File: src/rtl/uart_pkg.sv
`default_nettype none
// ============================================================================
// Module      : uart_pkg
// Description : Shared UART definitions: receiver state encoding and default
//               clock / line-rate constants used by both directions.
// Revision    : 1.0 - initial release
// ============================================================================
package uart_pkg;

    localparam int unsigned c_DEFAULT_CLK_FREQ = 100_000_000;
    localparam int unsigned c_DEFAULT_BAUD     = 115_200;

    localparam logic [2:0] c_ST_IDLE      = 3'd0;
    localparam logic [2:0] c_ST_START     = 3'd1;
    localparam logic [2:0] c_ST_DATA      = 3'd2;
    localparam logic [2:0] c_ST_STOP      = 3'd3;
    localparam logic [2:0] c_ST_WAIT_IDLE = 3'd4;

    typedef enum logic [2:0] {
        IDLE      = c_ST_IDLE,
        START     = c_ST_START,
        DATA      = c_ST_DATA,
        STOP      = c_ST_STOP,
        WAIT_IDLE = c_ST_WAIT_IDLE
    } rx_state_t;

endpackage : uart_pkg
`default_nettype wire

File: src/rtl/uart_rx_sync.sv
`default_nettype none
// ============================================================================
// Module      : uart_rx_sync
// Description : Two-flop synchronizer for the asynchronous serial input.
//               Flops reset to the line idle level (1) so a reset never
//               looks like a start bit.
// Revision    : 1.0 - initial release
// ============================================================================
module uart_rx_sync (
    input  logic clk,
    input  logic reset,
    input  logic rxd,
    output logic rxd_s
);

    logic r_meta;
    logic r_sync;

    // Two-stage capture of the pin into the clk domain
    always_ff @(posedge clk) begin
        if (reset) begin
            r_meta <= 1'b1;
            r_sync <= 1'b1;
        end else begin
            r_meta <= rxd;
            r_sync <= r_meta;
        end
    end

    assign rxd_s = r_sync;

endmodule : uart_rx_sync
`default_nettype wire

File: src/rtl/uart_rx.sv
`default_nettype none
// ============================================================================
// Module      : uart_rx
// Description : 8N1 UART receiver. Mid-bit sampling from a start-edge
//               aligned counter, single-byte holding register with a
//               valid/ready handoff, framing-error and overrun pulses.
// Revision    : 1.0 - initial release
// ============================================================================
module uart_rx
    import uart_pkg::*;
#(
    parameter int CLK_FREQ     = c_DEFAULT_CLK_FREQ,
    parameter int BAUD         = c_DEFAULT_BAUD,
    parameter int CLKS_PER_BIT = CLK_FREQ / BAUD
) (
    input  logic       clk,
    input  logic       reset,
    input  logic       rxd,
    output logic [7:0] rx_data,
    output logic       rx_valid,
    input  logic       rx_ready,
    output logic       frame_err,
    output logic       overrun
);

    // Half-bit timing needs at least two cycles each side of the sample point
    if (CLKS_PER_BIT < 4) begin : g_bad_clks_per_bit
        $error("uart_rx: CLKS_PER_BIT must be at least 4");
    end

    localparam int               c_CNT_W = $clog2(CLKS_PER_BIT);
    localparam logic [c_CNT_W-1:0] c_HALF = c_CNT_W'(CLKS_PER_BIT / 2 - 1);
    localparam logic [c_CNT_W-1:0] c_FULL = c_CNT_W'(CLKS_PER_BIT - 1);
    localparam logic [c_CNT_W-1:0] c_ONE  = c_CNT_W'(1);

    logic               w_rxd_s;
    rx_state_t          r_state,   w_state_nxt;
    logic [c_CNT_W-1:0] r_cnt,     w_cnt_nxt;
    logic [2:0]         r_bit_idx, w_bit_idx_nxt;
    logic [7:0]         r_shreg,   w_shreg_nxt;
    logic               w_commit;
    logic               w_frame_err_set;
    logic [7:0]         r_rx_data;
    logic               r_rx_valid;
    logic               r_frame_err;
    logic               r_overrun;

    uart_rx_sync u_sync (
        .clk   (clk),
        .reset (reset),
        .rxd   (rxd),
        .rxd_s (w_rxd_s)
    );

    // FSM state, bit timer, bit index and shift register
    always_ff @(posedge clk) begin
        if (reset) begin
            r_state   <= IDLE;
            r_cnt     <= '0;
            r_bit_idx <= 3'd0;
            r_shreg   <= 8'h00;
        end else begin
            r_state   <= w_state_nxt;
            r_cnt     <= w_cnt_nxt;
            r_bit_idx <= w_bit_idx_nxt;
            r_shreg   <= w_shreg_nxt;
        end
    end

    // Next-state, sampling and commit/error decisions
    always_comb begin
        w_state_nxt     = r_state;
        w_cnt_nxt       = r_cnt;
        w_bit_idx_nxt   = r_bit_idx;
        w_shreg_nxt     = r_shreg;
        w_commit        = 1'b0;
        w_frame_err_set = 1'b0;
        case (r_state)
            IDLE: begin
                if (!w_rxd_s) begin
                    w_state_nxt = START;
                    w_cnt_nxt   = c_HALF;
                end
            end
            START: begin
                if (r_cnt == '0) begin
                    if (w_rxd_s) begin
                        // Line went back high before mid-start: glitch
                        w_state_nxt = IDLE;
                    end else begin
                        w_state_nxt   = DATA;
                        w_cnt_nxt     = c_FULL;
                        w_bit_idx_nxt = 3'd0;
                    end
                end else begin
                    w_cnt_nxt = r_cnt - c_ONE;
                end
            end
            DATA: begin
                if (r_cnt == '0) begin
                    w_shreg_nxt   = {w_rxd_s, r_shreg[7:1]};
                    w_cnt_nxt     = c_FULL;
                    w_bit_idx_nxt = r_bit_idx + 3'd1;
                    if (r_bit_idx == 3'd7) begin
                        w_state_nxt = STOP;
                    end
                end else begin
                    w_cnt_nxt = r_cnt - c_ONE;
                end
            end
            STOP: begin
                if (r_cnt == '0) begin
                    if (w_rxd_s) begin
                        w_commit    = 1'b1;
                        w_state_nxt = IDLE;
                    end else begin
                        // Wait for the line to recover so a break is one error
                        w_frame_err_set = 1'b1;
                        w_state_nxt     = WAIT_IDLE;
                    end
                end else begin
                    w_cnt_nxt = r_cnt - c_ONE;
                end
            end
            WAIT_IDLE: begin
                if (w_rxd_s) begin
                    w_state_nxt = IDLE;
                end
            end
            default: begin
                w_state_nxt = IDLE;
            end
        endcase
    end

    // Holding register, handoff and one-cycle status pulses
    always_ff @(posedge clk) begin
        if (reset) begin
            r_rx_data   <= 8'h00;
            r_rx_valid  <= 1'b0;
            r_frame_err <= 1'b0;
            r_overrun   <= 1'b0;
        end else begin
            r_frame_err <= w_frame_err_set;
            r_overrun   <= 1'b0;
            if (w_commit) begin
                // A drain on this same edge frees the slot for the new byte
                if (!r_rx_valid || rx_ready) begin
                    r_rx_data  <= r_shreg;
                    r_rx_valid <= 1'b1;
                end else begin
                    r_overrun <= 1'b1;
                end
            end else if (r_rx_valid && rx_ready) begin
                r_rx_valid <= 1'b0;
            end
        end
    end

    assign rx_data   = r_rx_data;
    assign rx_valid  = r_rx_valid;
    assign frame_err = r_frame_err;
    assign overrun   = r_overrun;

endmodule : uart_rx
`default_nettype wire
File: config.mk
export PLATFORM = sky130hd
export DESIGN_NAME = uart_rx
export DESIGN_NICKNAME = d
export VERILOG_FILES = /design/src/rtl/uart_pkg.sv /design/src/rtl/uart_rx_sync.sv /design/src/rtl/uart_rx.sv
export SDC_FILE = /design/constraint.sdc
export NUM_CORES = 1
export LEC_CHECK = 0
export BUFFER_PORTS_ARGS = -buffer_cell sky130_fd_sc_hd__buf_2
export CORE_MARGIN = 2
export CORE_UTILIZATION = 30
export DETAILED_ROUTE_END_ITERATION = 16
export GPL_ROUTABILITY_DRIVEN = 0
export PLACE_DENSITY = 0.5
export SYNTH_ARGS = -nofsm -noshare
export SYNTH_HDL_FRONTEND = slang
export SYNTH_SLANG_ARGS = --single-unit
export TNS_END_PERCENT = 5
File: constraint.sdc
create_clock -name clk -period 2.75 [get_ports clk]
set_input_delay 0.4125 -clock clk [delete_from_list [all_inputs] [get_ports clk]]
set_output_delay 0.4125 -clock clk [all_outputs]
set_load 0.1 [all_outputs]
==> flow_metrics.tcl <==
set metrics [dict create \
    status "completed" \
    met1_usage_pct 18.8 \
    cts_tree "yes" \
    areaGrowthSynthToFinish_pct 13.1 \
    grt-busiest-layer "met1" \
    endpoint_kind "flop" \
    drive_above_1_share_pct 19.3 \
    dieArea_mm2 0.00651 \
    drt_pre_antenna_iters 4 \
    post-route-min-period_ns 2.30 \
    ys_seq_area_share_pct 42.0 \
    synth.area.top_cells "dfxtp_1 (42%), mux2i_1 (9.7%), nor2_1 (5.7%)" \
    max_freq_mhz 434 \
    async_flop_share_pct 0 \
    wire_per_inst_um 13.2 \
    dp_slack_ns 0.469 \
    multi_input_area_um2 947 \
    crit_start "r_cnt[0]" \
    clock_sinks 37 \
    hp-class "in2reg" \
    synth_cell_types 43 \
    grt_pass1_wl_um 6560 \
    cts_max_level 2 \
    gr-usage-met2_pct 18.3 \
    wirelength_um 3670 \
    tightestPinTransition_ns 0.806 \
    start_util_pct 31.4 \
    finalClockSkew_ns 0.00888 \
    tns_ns 0 \
    syn_inst 192 \
    fillCellCount 610 \
    rows 27 \
    io_pins 15 \
    drtIter0Drc 144 \
    via_count 1385 \
    clk_transition_reported_paths_ns 0.08 \
    final_nets 214 \
    antenna_found_initial 0 \
    synth_nets 200 \
    cap_violations 0 \
    cts-root-buf "clkbuf_8" \
    worstPathRequired_ns 2.95 \
    die_y_um 80.7 \
    numCtsBuffers 5 \
    port_buffers 14 \
    ys_warn_count 0 \
    r2r_setup_slack_ns 0.45 \
    hpwl_um 2550 \
    whs_path_depth 2 \
    critical_path.max_fanout 11 \
    grt_usage_pct 13.0 \
    core_area_mm2 0.00561 \
    grt.overflow.total 0 \
    hold_violations 0 \
    syn_area_mm2 0.00176 \
    routed_via_density 4.96 \
    grt_use_met3_pct 2.70 \
    netlist.area_leader.share_pct 42.0 \
    die_width_um 80.7 \
    r2r-end "r_cnt[8]" \
    cts-resized-gates 0 \
    synth_edf_count 0 \
    synth_area_leader_cell "dfxtp_1" \
    rsz0062_at_grt "no" \
    first_global_vias 1339 \
    post-route-period-util_pct 83.7 \
    critPathKind "reg2reg" \
    avgSynthCellArea_um2 9.18 \
    ir_drop_uv 286 \
    grt_start_max_net_pins 24 \
    regArea_um2 741 \
    drv_slew 0 \
    reg2reg_depth 7 \
    setup_viol 0 \
    n_antenna_cell 0 \
    worst_slack_ns 0.448 \
    drc_errors 0 \
    post-cts-setup-buffers 0 \
    ys_seq_elements 37 \
    rr_startpoint "r_cnt[0]" \
    cts-hold-fix-buffers 0 \
    clockBufferDepth 2 \
    synthFlopType "dfxtp_1" \
    hold-path-endpoint "u_sync.r_meta" \
    drtAntennaViolNets 0 \
    power.density_mw_per_mm2 593 \
    hold_start "rxd" \
    cp-start-kind "flop" \
    max_slew_margin_pct 46.2 \
    cp.arrival_ns 2.51 \
    clk_latency_ns 0.29 \
    leakagePower_nw 0.780 \
]
[per-stage QoR]
step | power [mW] | hold slack [ns] | instance area (µm²) | cells | utilization, %
finish | 1.18 | 0.297 | 1990 | 279 | 35.6
detailed placement | 0.806 | 0.398 | 1900 | 271 | 33.9
CTS | 1.20 | 0.284 | 1990 | 279 | 35.6
global placement | 0.811 | 0.391 | 1900 | 271 | 33.9
floorplan | 0.754 | 0.389 | 1760 | 192 | -
global route | 1.25 | 0.289 | 1990 | 279 | 35.6
[per-layer routing]
metal | part of all wire, % | routed length, µm
met1 | 53 | 1950
met2 | 43 | 1560
met3 | 2.9 | 105
met4 | 1.4 | 53
met5 | 0 | 0
[critical path: stages, from the launching register on]
cell,delay (ns)
dfxtp_1,0.40
inv_1,0.09
ha_1,0.25
or4b_4,0.25
o31ai_2,0.07
a21oi_1,0.68
o21ai_0,0.23
a221oi_2,0.25
[power by group]
group	switching (mW)	total [mW]	internal (mW)
Sequential	0.0224	0.573	0.550
Clock	0.201	0.384	0.183
Combinational	0.133	0.226	0.0931
Total	0.356	1.18	0.826
[cells by family (layout without fill, tap and decap cells)]
group	after synthesis	in the layout	synth area share (%)
simple gates	71	71	23.1
compound gates	46	46	18.2
flops	37	37	42.0
mux	17	17	9.65
buf+inv	17	32	4.26
fa+ha+maj	4	4	2.84
[cell usage after synthesis, types with 3 or more instances]
cell	n
or2_2	3
nand2b_1	3
a31oi_1	3
nor2_1	27
dfxtp_1	37
nor3_1	5
nand3b_1	3
buf_2	3
nor4_1	4
o21ai_0	7
o2bb2ai_1	3
mux2i_1	17
nand2_1	7
ha_1	4
o22ai_1	5
inv_1	6
nand3_1	3
or3_1	3
clkbuf_1	6
a21oi_1	10
a311oi_1	3
a211oi_1	4
[how the worst max path moves through the flow]
stage,to,slack (ns),depth (start not counted)
global placement,r_cnt[8],0.50,7
finish,r_cnt[8],0.45,7
detailed placement,r_cnt[8],0.47,7
global route,r_cnt[8],0.16,7
CTS,r_cnt[8],0.45,7
floorplan,r_cnt[8],0.83,7
[flip-flops by register name, summed over array words and instances (netlist names)]
| register | count |
|---|---|
| u_sync.r_meta | 1 |
| r_cnt | 10 |
| u_sync.rxd_s | 1 |
| rx_valid | 1 |
| r_shreg | 8 |
| rx_data | 8 |
| r_state | 3 |
| r_bit_idx | 3 |
| frame_err | 1 |
| overrun | 1 |
[area by class of cell]
cell class | count | share of cell area, %
multi-input cells | 138 | 47.5
flip-flops and latches | 37 | 37.1
repair buffers | 18 | 5.02
well taps | 72 | 4.52
clock buffers | 5 | 3.45
clock inverters | 3 | 1.25
inverters | 6 | 1.13
[cell usage in the layout, fill, tap and decap left out, drive strengths merged, types with 4 or more instances in the layout]
| cell type | n |
|---|---|
| buf | 18 |
| nor3 | 7 |
| dfxtp | 37 |
| nor4 | 6 |
| nand2 | 7 |
| a21oi | 10 |
| ha | 4 |
| mux2i | 17 |
| inv | 7 |
| a211oi | 4 |
| clkbuf | 5 |
| nor2 | 28 |
| o22ai | 5 |
| o21ai | 7 |
Power figures use the tool's default switching activity.
